**src/rtl/thiele_pkg.sv**
```systemverilog
// Shared opcode constants and fetch-stage state encoding for the Thiele CPU.
package thiele_pkg;

    localparam logic [7:0] OP_PNEW    = 8'h00;
    localparam logic [7:0] OP_PSPLIT  = 8'h01;
    localparam logic [7:0] OP_PMERGE  = 8'h02;
    localparam logic [7:0] OP_LASSERT = 8'h03;
    localparam logic [7:0] OP_LJOIN   = 8'h04;
    localparam logic [7:0] OP_MDLACC  = 8'h05;
    localparam logic [7:0] OP_EMIT    = 8'h06;
    localparam logic [7:0] OP_HALT    = 8'hFF;

    typedef enum logic [1:0] {
        FS_FETCH,
        FS_WAIT,
        FS_HALTED,
        FS_ERROR
    } fetch_state_e;

endpackage

```
**src/rtl/thiele_fetch_fifo.sv**
```systemverilog
// Prefetch FIFO: DEPTH x W ring buffer with flush, entry count and
// a hold register so the head keeps its last popped value when empty.
module thiele_fetch_fifo #(
    parameter int DEPTH = 4,
    parameter int W     = 64
) (
    input  logic                     clk,
    input  logic                     rst_n,
    input  logic                     flush,
    input  logic                     push,
    input  logic [W-1:0]             push_data,
    input  logic                     pop,
    output logic                     head_valid,
    output logic [W-1:0]             head_data,
    output logic [$clog2(DEPTH):0]   count
);

    localparam int PW = $clog2(DEPTH);
    localparam int CW = PW + 1;

    logic [W-1:0]  mem [DEPTH];
    logic [PW-1:0] wr_q, wr_d, rd_q, rd_d;
    logic [CW-1:0] cnt_q, cnt_d;
    logic [W-1:0]  hold_q, hold_d;
    logic          push_en;

    assign push_en = push & ~flush;

    always_comb begin
        wr_d   = wr_q;
        rd_d   = rd_q;
        cnt_d  = cnt_q;
        hold_d = hold_q;
        if (flush) begin
            wr_d  = '0;
            rd_d  = '0;
            cnt_d = '0;
        end else begin
            if (push) wr_d = wr_q + 1'b1;
            if (pop) begin
                rd_d   = rd_q + 1'b1;
                hold_d = mem[rd_q];
            end
            cnt_d = cnt_q + CW'(push) - CW'(pop);
        end
    end

    always_ff @(posedge clk) begin
        if (push_en) mem[wr_q] <= push_data;
    end

    always_ff @(posedge clk or negedge rst_n) begin
        if (!rst_n) begin
            wr_q   <= '0;
            rd_q   <= '0;
            cnt_q  <= '0;
            hold_q <= '0;
        end else begin
            wr_q   <= wr_d;
            rd_q   <= rd_d;
            cnt_q  <= cnt_d;
            hold_q <= hold_d;
        end
    end

    assign head_valid = (cnt_q != '0);
    assign head_data  = head_valid ? mem[rd_q] : hold_q;
    assign count      = cnt_q;

endmodule

```
**src/rtl/thiele_fetch_unit.sv**
```systemverilog
// Thiele instruction fetch stage: req/ack memory fetch into a prefetch FIFO.
// Define THIELE_FETCH_PARITY_EN to add mem_rpar and even-parity checking.
module thiele_fetch_unit
    import thiele_pkg::*;
#(
    parameter int                ADDR_W   = 32,
    parameter int                DEPTH    = 4,
    parameter logic [ADDR_W-1:0] RESET_PC = '0
) (
    input  logic                   clk,
    input  logic                   rst_n,
    output logic                   mem_req,
    output logic [ADDR_W-1:0]      mem_addr,
    input  logic                   mem_ack,
    input  logic [31:0]            mem_rdata,
    input  logic                   mem_err,
`ifdef THIELE_FETCH_PARITY_EN
    input  logic                   mem_rpar,
`endif
    output logic                   instr_valid,
    output logic [31:0]            instr_data,
    output logic [ADDR_W-1:0]      instr_pc,
    input  logic                   instr_ready,
    input  logic                   redirect_valid,
    input  logic [ADDR_W-1:0]      redirect_pc,
    output logic                   halted,
    output logic                   fetch_err,
    output logic [$clog2(DEPTH):0] occupancy
);

    localparam int              CW   = $clog2(DEPTH) + 1;
    localparam int              W    = 32 + ADDR_W;
    localparam logic [CW-1:0]   FULL = CW'(DEPTH);

    fetch_state_e      state_q, state_d;
    logic              mem_req_q, mem_req_d;
    logic              drop_q, drop_d;
    logic [ADDR_W-1:0] req_addr_q, req_addr_d;
    logic [ADDR_W-1:0] fetch_pc_q, fetch_pc_d;
    logic [ADDR_W-1:0] redir_pc;
    logic              ack, bus_err, push, pop;
    logic [W-1:0]      head;

`ifdef THIELE_FETCH_PARITY_EN
    assign bus_err = mem_err | (^{mem_rdata, mem_rpar});
`else
    assign bus_err = mem_err;
`endif

    assign ack      = mem_req_q & mem_ack;
    assign redir_pc = {redirect_pc[ADDR_W-1:2], 2'b00};
    assign pop      = instr_valid & instr_ready;

    always_comb begin
        state_d    = state_q;
        mem_req_d  = mem_req_q;
        drop_d     = drop_q;
        req_addr_d = req_addr_q;
        fetch_pc_d = fetch_pc_q;
        push       = 1'b0;
        unique case (state_q)
            FS_FETCH: begin
                if (redirect_valid) begin
                    fetch_pc_d = redir_pc;
                end else if (occupancy < FULL) begin
                    mem_req_d  = 1'b1;
                    req_addr_d = fetch_pc_q;
                    state_d    = FS_WAIT;
                end
            end
            FS_WAIT: begin
                if (ack) begin
                    mem_req_d = 1'b0;
                    drop_d    = 1'b0;
                    state_d   = FS_FETCH;
                    // A redirect landing on the ack cycle drops this word too.
                    if (redirect_valid) begin
                        fetch_pc_d = redir_pc;
                    end else if (drop_q) begin
                        state_d = FS_FETCH;
                    end else if (bus_err) begin
                        state_d = FS_ERROR;
                    end else begin
                        push       = 1'b1;
                        fetch_pc_d = fetch_pc_q + ADDR_W'(4);
                        if (mem_rdata[31:24] == OP_HALT) state_d = FS_HALTED;
                    end
                end else if (redirect_valid) begin
                    drop_d     = 1'b1;
                    fetch_pc_d = redir_pc;
                end
            end
            FS_HALTED, FS_ERROR: begin
                if (redirect_valid) begin
                    fetch_pc_d = redir_pc;
                    state_d    = FS_FETCH;
                end
            end
        endcase
    end

    always_ff @(posedge clk or negedge rst_n) begin
        if (!rst_n) begin
            state_q    <= FS_FETCH;
            mem_req_q  <= 1'b0;
            drop_q     <= 1'b0;
            req_addr_q <= RESET_PC;
            fetch_pc_q <= RESET_PC;
        end else begin
            state_q    <= state_d;
            mem_req_q  <= mem_req_d;
            drop_q     <= drop_d;
            req_addr_q <= req_addr_d;
            fetch_pc_q <= fetch_pc_d;
        end
    end

    thiele_fetch_fifo #(
        .DEPTH (DEPTH),
        .W     (W)
    ) u_fifo (
        .clk        (clk),
        .rst_n      (rst_n),
        .flush      (redirect_valid),
        .push       (push),
        .push_data  ({mem_rdata, req_addr_q}),
        .pop        (pop),
        .head_valid (instr_valid),
        .head_data  (head),
        .count      (occupancy)
    );

    assign mem_req    = mem_req_q;
    assign mem_addr   = mem_req_q ? req_addr_q : fetch_pc_q;
    assign instr_data = head[W-1:ADDR_W];
    assign instr_pc   = head[ADDR_W-1:0];
    assign halted     = (state_q == FS_HALTED);
    assign fetch_err  = (state_q == FS_ERROR);

endmodule

```
**config.mk**
```make
export PLATFORM = sky130hd
export DESIGN_NAME = thiele_fetch_unit
export DESIGN_NICKNAME = d
export VERILOG_FILES = /design/src/rtl/thiele_pkg.sv /design/src/rtl/thiele_fetch_fifo.sv /design/src/rtl/thiele_fetch_unit.sv
export SDC_FILE = /design/constraint.sdc
export NUM_CORES = 1
export LEC_CHECK = 0
export CAP_MARGIN = 20
export CORE_MARGIN = 2
export CORE_UTILIZATION = 45
export CTS_CLUSTER_DIAMETER = 120
export DETAILED_ROUTE_END_ITERATION = 8
export PLACE_DENSITY = 0.66
export SLEW_MARGIN = 0
export SYNTH_ARGS = -nofsm -noshare
export SYNTH_HDL_FRONTEND = slang
export SYNTH_SLANG_ARGS = --single-unit
```
**constraint.sdc**
```tcl
create_clock -name clk -period 3.9 [get_ports clk]
set_clock_uncertainty 0.1 [all_clocks]
set_input_delay 0.975 -clock clk [delete_from_list [all_inputs] [get_ports clk]]
set_output_delay 0.975 -clock clk [all_outputs]
set_load 0.02 [all_outputs]
```
==> impl_metrics.py, run 1 <==
metrics = {
    "run_status": {
        "status": "finished, final reports clean",
    },
    "power": {
        "power_per_cell_area_nw_per_um2": 764.2,
        "vdd.ir_drop.worst_mv": 0.4615,
        "p_total_mw": 15.53,
        "static-leakage-power_nw": 7.190,
    },
    "drt": {
        "detailroute.via_count": 8995,
        "wl_mm": 37.11,
        "number_of_search_and_repair_iterations_in_the_first_detailed_routing_pass": 5,
        "first_iter_violations": 490,
        "detail-route-antenna-nets": 0,
        "post_drt_via_cell_ratio": 5.502,
        "route.detailed.drc": 0,
        "wl_per_cell_um": 22.70,
    },
    "timing": {
        "finalSetupViolCount": 0,
        "postLayoutSetupSlackWorst_ps": 92.49,
        "final-hold-violation-count": 0,
        "worstMarginPinSlew_ps": 786.9,
        "finalMaxSlewViolations": 0,
        "period_utilisation_layout_pct": 97.63,
        "rsz0062_at_grt": "false",
        "fin_hold_ws_ps": 228.2,
        "final_period_minus_worst_setup_slack_ps": 3808,
        "final.setup.tns_ps": 0,
        "slew_headroom_pct": 47.05,
        "fmaxAchievable_ghz": 0.2626,
    },
    "synth": {
        "netlist_instances": 935,
        "synth.net_count": 1012,
        "synth_cell_types": 51,
        "synth.ff_latch_count": 395,
        "synth.yosys.seq_area_share_pct": 68.29,
        "ys.flop_type": "sky130_fd_sc_hd__edfxtp_1",
        "async_flop_share_pct": 35.19,
        "post_synth_instance_area_um2": 16350,
        "synth.avg_cell_area_um2": 17.49,
        "yosysWarningCount": 0,
        "synth-edff-count": 256,
    },
    "worst_setup_path": {
        "cp_endpoint_kind": "output pin",
        "critical_path.startpoint_type": "flop",
        "worstPathMaxFanout": 34,
        "critical_path_class": "reg -> out",
        "worstPathRequired_ps": 2820,
        "crit_arrival_ps": 2730,
    },
    "final_layout": {
        "fill_cells": 2756,
        "layout-drive-gt1-share_pct": 31.88,
        "fin_nets": 1215,
        "postLayoutCoreUtil_pct": 57.01,
        "flow.area_growth_from_synthesis_pct": 24.32,
    },
    "floorplan": {
        "design.die.area_um2": 37870,
        "core_area_um2": 35660,
        "initial_utilization_pct": 45.85,
        "boundary_pin_count": 173,
        "std_cell_rows": 69,
        "floorplan.die.height_um": 194.6,
        "die_span_in_x_um": 194.6,
    },
    "clocking": {
        "total_clock_buffers_created_by_cts": 43,
        "clk_root_buffer_cell": "sky130_fd_sc_hd__clkbuf_16",
        "clkSlewWorstSetupHoldPaths_ps": 60,
        "tritoncts": "built",
        "cts-root-to-sink-buffers": 3,
        "numClockSinks": 395,
        "h-tree-depth": 2,
        "clk_lat_worst_skew_ps": 550,
    },
    "global_route": {
        "global_route.overflow_total": 0,
        "initial_antenna_violation_count": 1,
        "gr-usage-all-layers_pct": 20.06,
        "grt_start_max_net_pins": 69,
        "vias_in_the_first_global_route": 9649,
        "grt_pass1_wl_mm": 57.21,
    },
    "hold_path": {
        "min-delay-path-class": "in -> async",
    },
    "placed_design": {
        "hpwl_mm": 22.91,
        "gp_congestion": 0.7801,
        "place.port_buffers": 170,
        "post-place-ws_ps": 354.8,
    },
    "job": {
        "drv.max_cap_violation_count": 0,
    },
}
[worst max-delay path, stage by stage, from the launching register on]
cell	delay, ps
sky130_fd_sc_hd__dfrtp_1	490
sky130_fd_sc_hd__or3_4	700
sky130_fd_sc_hd__mux2_2	330
sky130_fd_sc_hd__clkdlybuf4s50_1	640
[sequential cells by signal (all words and copies together), names as in the netlist]
signal	flops
u_fifo.mem	256
drop_q	1
fetch_pc_q	32
u_fifo.rd_q	2
req_addr_q	32
u_fifo.count	3
u_fifo.wr_q	2
mem_req	1
state_q	2
u_fifo.hold_q	64
[cell usage after synthesis, drive strengths merged, types with 2 or more instances]
cell / instances / area [um^2]
edfxtp: 256 / 7687
mux2: 189 / 2128
dfrtp: 139 / 3478
mux4: 64 / 1441
nand2: 46 / 172.7
clkbuf: 35 / 131.4
nor2: 26 / 97.59
nand3: 19 / 95.09
o21ai: 17 / 85.08
buf: 16 / 66.31
inv: 10 / 37.54
nor3: 10 / 55.05
xor2: 9 / 78.83
nand4: 8 / 65.06
xnor2: 7 / 61.31
and2: 6 / 37.54
and3: 6 / 37.54
ha: 6 / 75.07
a21oi: 5 / 25.02
nor4: 5 / 31.28
o211ai: 5 / 37.54
or4: 5 / 41.29
a211o: 4 / 35.03
nor2b: 4 / 25.02
o211a: 4 / 40.04
or3: 4 / 25.02
a211oi: 3 / 22.52
a31oi: 3 / 18.77
mux2i: 3 / 30.03
o311ai: 3 / 26.28
o221ai: 2 / 17.52
or2: 2 / 12.51
[path summary, 6_finish.rpt]
check	slack (ps)	to	from	depth (start not counted)
worst max-delay path	90	instr_pc[25]	u_fifo.count[0]	3
worst min register to register	400	u_fifo.hold_q[7]	u_fifo.hold_q[7]	1
worst max register to register	1030	u_fifo.mem[0][15]	mem_req	6
min in group clk	400	u_fifo.hold_q[7]	u_fifo.hold_q[7]	1
worst min-delay path	230	u_fifo.hold_q[48]	rst_n	1
max in group asynchronous	2700	mem_req	rst_n	2
[area by class of cell]
| cell class | instances | area, um^2 | area share [%] |
|---|---|---|---|
| Sequential cell | 395 | 11180 | 54.99 |
| Tap cell | 461 | 576.8 | 2.838 |
| Timing Repair Buffer | 208 | 2152 | 10.59 |
| Clock inverter | 21 | 193.9 | 0.9541 |
| Inverter | 11 | 41.29 | 0.2031 |
| Multi-Input combinational cell | 479 | 4985 | 24.52 |
| Antenna cell | 1 | 2.502 | 0.01231 |
| Clock buffer | 59 | 1197 | 5.891 |
[layout by cell type, fill, tap and decap left out, drive strengths merged, types with 7 or more instances in the layout]
master         netlist  routed
nand2               46      46
xnor2                7       7
buf                 16      40
nand4                8       8
edfxtp             256     256
clkinv               1      16
dfrtp              139     139
mux4                64      64
nor3                10      10
nand3               19      19
inv                 10      12
o21ai               17      17
xor2                 9       9
nor2                26      26
clkdlybuf4s50        0     167
mux2               189     189
clkbuf              35      59
[report_power, final]
| group | total, mW | internal (mW) | switching (mW) |
|---|---|---|---|
| Combinational | 5.76 | 3.06 | 2.70 |
| Clock | 3.95 | 2.36 | 1.60 |
| Sequential | 5.82 | 5.25 | 0.573 |
| Total | 15.5 | 10.7 | 4.87 |
[through the flow]
step	cell area, um^2	cells
final	20330	1635
after global routing	20330	1635
after CTS	20320	1634
after detailed placement	18860	1550
after global placement	18860	1550
after floorplan	16350	935
[logic make-up (layout without fill, tap and decap cells)]
group           count (synthesis)  count (layout)  synth area share [%]
xor+xnor                       16              16                0.8572
mux                           256             256                 22.02
compound gates                 55              55                 2.380
buf+inv                        62             299                 1.462
simple gates                  144             145                 4.408
flops                         395             395                 68.29
fa+ha+maj                       7               7                0.5816
other cells                     0               1                     0
[routing by layer]
metal / track usage [%] / share of wire, % / up-vias
met1: 27.07 / 43 / 4640
met3: 3.418 / 5.1 / 56
met2: 33.36 / 50 / 227
li1: - / - / 4072
met4: 6.496 / 2.4 / 0
met5: 0 / 0 / -
[timing repair]
action                                  in CTS  in global routing
pin swaps                                    1                  1
hold buffers                                 0                  0
gates cloned                                 1                  0
buffers inserted                             3                  0
endpoints found under the setup margin      64                  8
resized for setup                            3                  1
Note: power is estimated with default switching activity, not from simulation.
==> run 2: changes to the inputs <==
--- a/config.mk
+++ b/config.mk
@@ -8,6 +8,7 @@
 export CAP_MARGIN = 20
 export CORE_MARGIN = 2
 export CORE_UTILIZATION = 45
+export CTS_BUF_LIST = sky130_fd_sc_hd__clkbuf_8
 export CTS_CLUSTER_DIAMETER = 120
 export DETAILED_ROUTE_END_ITERATION = 8
 export PLACE_DENSITY = 0.66
==> impl_metrics.py, run 2 (synthesis results as in run 1) <==
metrics = {
    "run_status": {
        "status": "finished, final reports clean",
    },
    "final_layout": {
        "area.sequential_um2": 11180,
        "postLayoutCoreUtil_pct": 56.95,
        "num_antenna_cells": 0,
        "mostFrequentLayoutCell": "sky130_fd_sc_hd__edfxtp_1",
        "fin_nets": 1242,
        "flow.area_growth_from_synthesis_pct": 24.19,
        "multi_input_area_um2": 4996,
        "largest-register": "u_fifo.mem",
        "final_cell_mix": "256 x sky130_fd_sc_hd__edfxtp_1, 189 x sky130_fd_sc_hd__mux2_2, 164 x sky130_fd_sc_hd__clkdlybuf4s50_1",
        "post_layout_nonfiller_instances": 1681,
        "layout-drive-gt1-share_pct": 33.28,
        "largest_registers": "u_fifo.mem: 256 flops, u_fifo.hold_q: 64 flops",
        "largest_register_ffs": 256,
        "fill_cells": 2803,
        "design_area_um2": 20300,
    },
    "hold_path": {
        "min-delay-path-class": "in -> async",
    },
    "floorplan": {
        "design.die.area_um2": 37870,
        "die_span_in_x_um": 194.6,
        "boundary_pin_count": 173,
        "std_cell_rows": 69,
        "initial_utilization_pct": 45.85,
        "core_area_um2": 35660,
        "floorplan.die.height_um": 194.6,
    },
    "clocking": {
        "clk_root_buffer_cell": "sky130_fd_sc_hd__clkbuf_8",
        "clk_lat_worst_skew_ps": 610,
        "total_clock_buffers_created_by_cts": 68,
        "clkSlewWorstSetupHoldPaths_ps": 60,
        "numClockSinks": 395,
        "tritoncts": "built",
        "cts-root-to-sink-buffers": 3,
        "h-tree-depth": 3,
    },
    "timing": {
        "period_utilisation_layout_pct": 97.51,
        "finalMaxSlewViolations": 0,
        "final_period_minus_worst_setup_slack_ps": 3803,
        "postLayoutSetupSlackWorst_ps": 96.97,
        "slew_headroom_pct": 46.43,
        "finalSetupViolCount": 0,
        "fmaxAchievable_ghz": 0.2629,
        "final.setup.tns_ps": 0,
        "fin_hold_ws_ps": 182.8,
        "final-hold-violation-count": 0,
        "worstMarginPinSlew_ps": 796.2,
    },
    "drt": {
        "post_drt_via_cell_ratio": 5.481,
        "wl_mm": 37.79,
        "first_iter_violations": 457,
        "wl_per_cell_um": 22.48,
        "detail-route-antenna-nets": 0,
        "number_of_search_and_repair_iterations_in_the_first_detailed_routing_pass": 5,
        "route.detailed.drc": 0,
        "detailroute.via_count": 9213,
    },
    "global_route": {
        "vias_in_the_first_global_route": 9779,
        "initial_antenna_violation_count": 0,
        "grt_start_max_net_pins": 69,
        "global_route.overflow_total": 0,
        "gr-usage-all-layers_pct": 20.49,
        "grt_pass1_wl_mm": 57.99,
    },
    "worst_setup_path": {
        "critical_path.startpoint_type": "flop",
        "critical_path_class": "reg -> out",
        "r2r_slack_ps": 1010,
        "worstPathRequired_ps": 2820,
        "crit_arrival_ps": 2730,
        "cp_endpoint_kind": "output pin",
        "worstPathMaxFanout": 19,
    },
    "job": {
        "drv.max_cap_violation_count": 0,
    },
    "placed_design": {
        "post-place-ws_ps": 354.8,
        "total_cell_area_at_the_placement_stage_um2": 18860,
        "place.port_buffers": 170,
        "gp_congestion": 0.7801,
        "dp.cells": 1550,
        "hpwl_mm": 22.91,
    },
    "power": {
        "total_switching_power_mw": 4.955,
        "p_int_mw": 10.28,
        "power.share.sequential_pct": 38.3,
        "vdd.ir_drop.worst_mv": 0.3875,
        "p_total_mw": 15.23,
        "static-leakage-power_nw": 7.316,
        "power_per_cell_area_nw_per_um2": 750.1,
        "p_sw_share_pct": 32.53,
        "pwr-share-clk_pct": 23.4,
        "combinational_fraction_of_design_power_pct": 38.3,
    },
}
run 2: layout make-up:
cell class | count | area share, %
sequential | 395 | 55.05
clock inverter | 45 | 1.103
timing repair buffer | 209 | 10.77
tap | 461 | 2.841
inverter | 11 | 0.2034
clock buffer | 80 | 5.423
multi-input combinational | 480 | 24.61
run 2: final timing paths:
path                                        from           endpoint  cells past startpoint
worst max-delay path              u_fifo.rd_q[0]       instr_pc[16]                      4
worst min-delay path                       rst_n  u_fifo.hold_q[48]                      1
worst max register to register           mem_req  u_fifo.mem[2][55]                      6
worst min register to register  u_fifo.hold_q[7]   u_fifo.hold_q[7]                      1
max in group asynchronous                  rst_n            mem_req                      2
min in group clk                u_fifo.hold_q[7]   u_fifo.hold_q[7]                      1
run 2: worst max-delay path, stage by stage, from the launching register on:
cell and delay [ps]:
sky130_fd_sc_hd__dfrtp_4 510, sky130_fd_sc_hd__buf_12 230, sky130_fd_sc_hd__mux4_2 550, sky130_fd_sc_hd__mux2_2 300
sky130_fd_sc_hd__clkdlybuf4s50_1 540
run 2: power by group through the flow:
stage	logic [mW]	registers (mW)	clock network, mW
global placement	5.68	5.86	0
global route	6.18	5.93	3.88
floorplan	3.55	5.64	0
detailed placement	5.72	5.92	0
CTS	5.95	5.82	3.69
finish	5.83	5.83	3.57
run 2: layer usage:
metal | track usage (%) | share of wire (%) | up-vias
li1 | - | - | 4133
met1 | 27.16 | 43 | 4757
met2 | 33.63 | 49 | 258
met3 | 4.355 | 5.2 | 65
met4 | 7.407 | 2.4 | 0
met5 | 0 | 0 | -
run 2: timing repair:
item / 4_1_cts / 5_1_grt
cloned: 2 / 0
hold buffers: 0 / 0
setup buffers: 4 / 0
pin swaps: 1 / 1
resized for setup: 4 / 6
setup endpoints to repair: 64 / 10
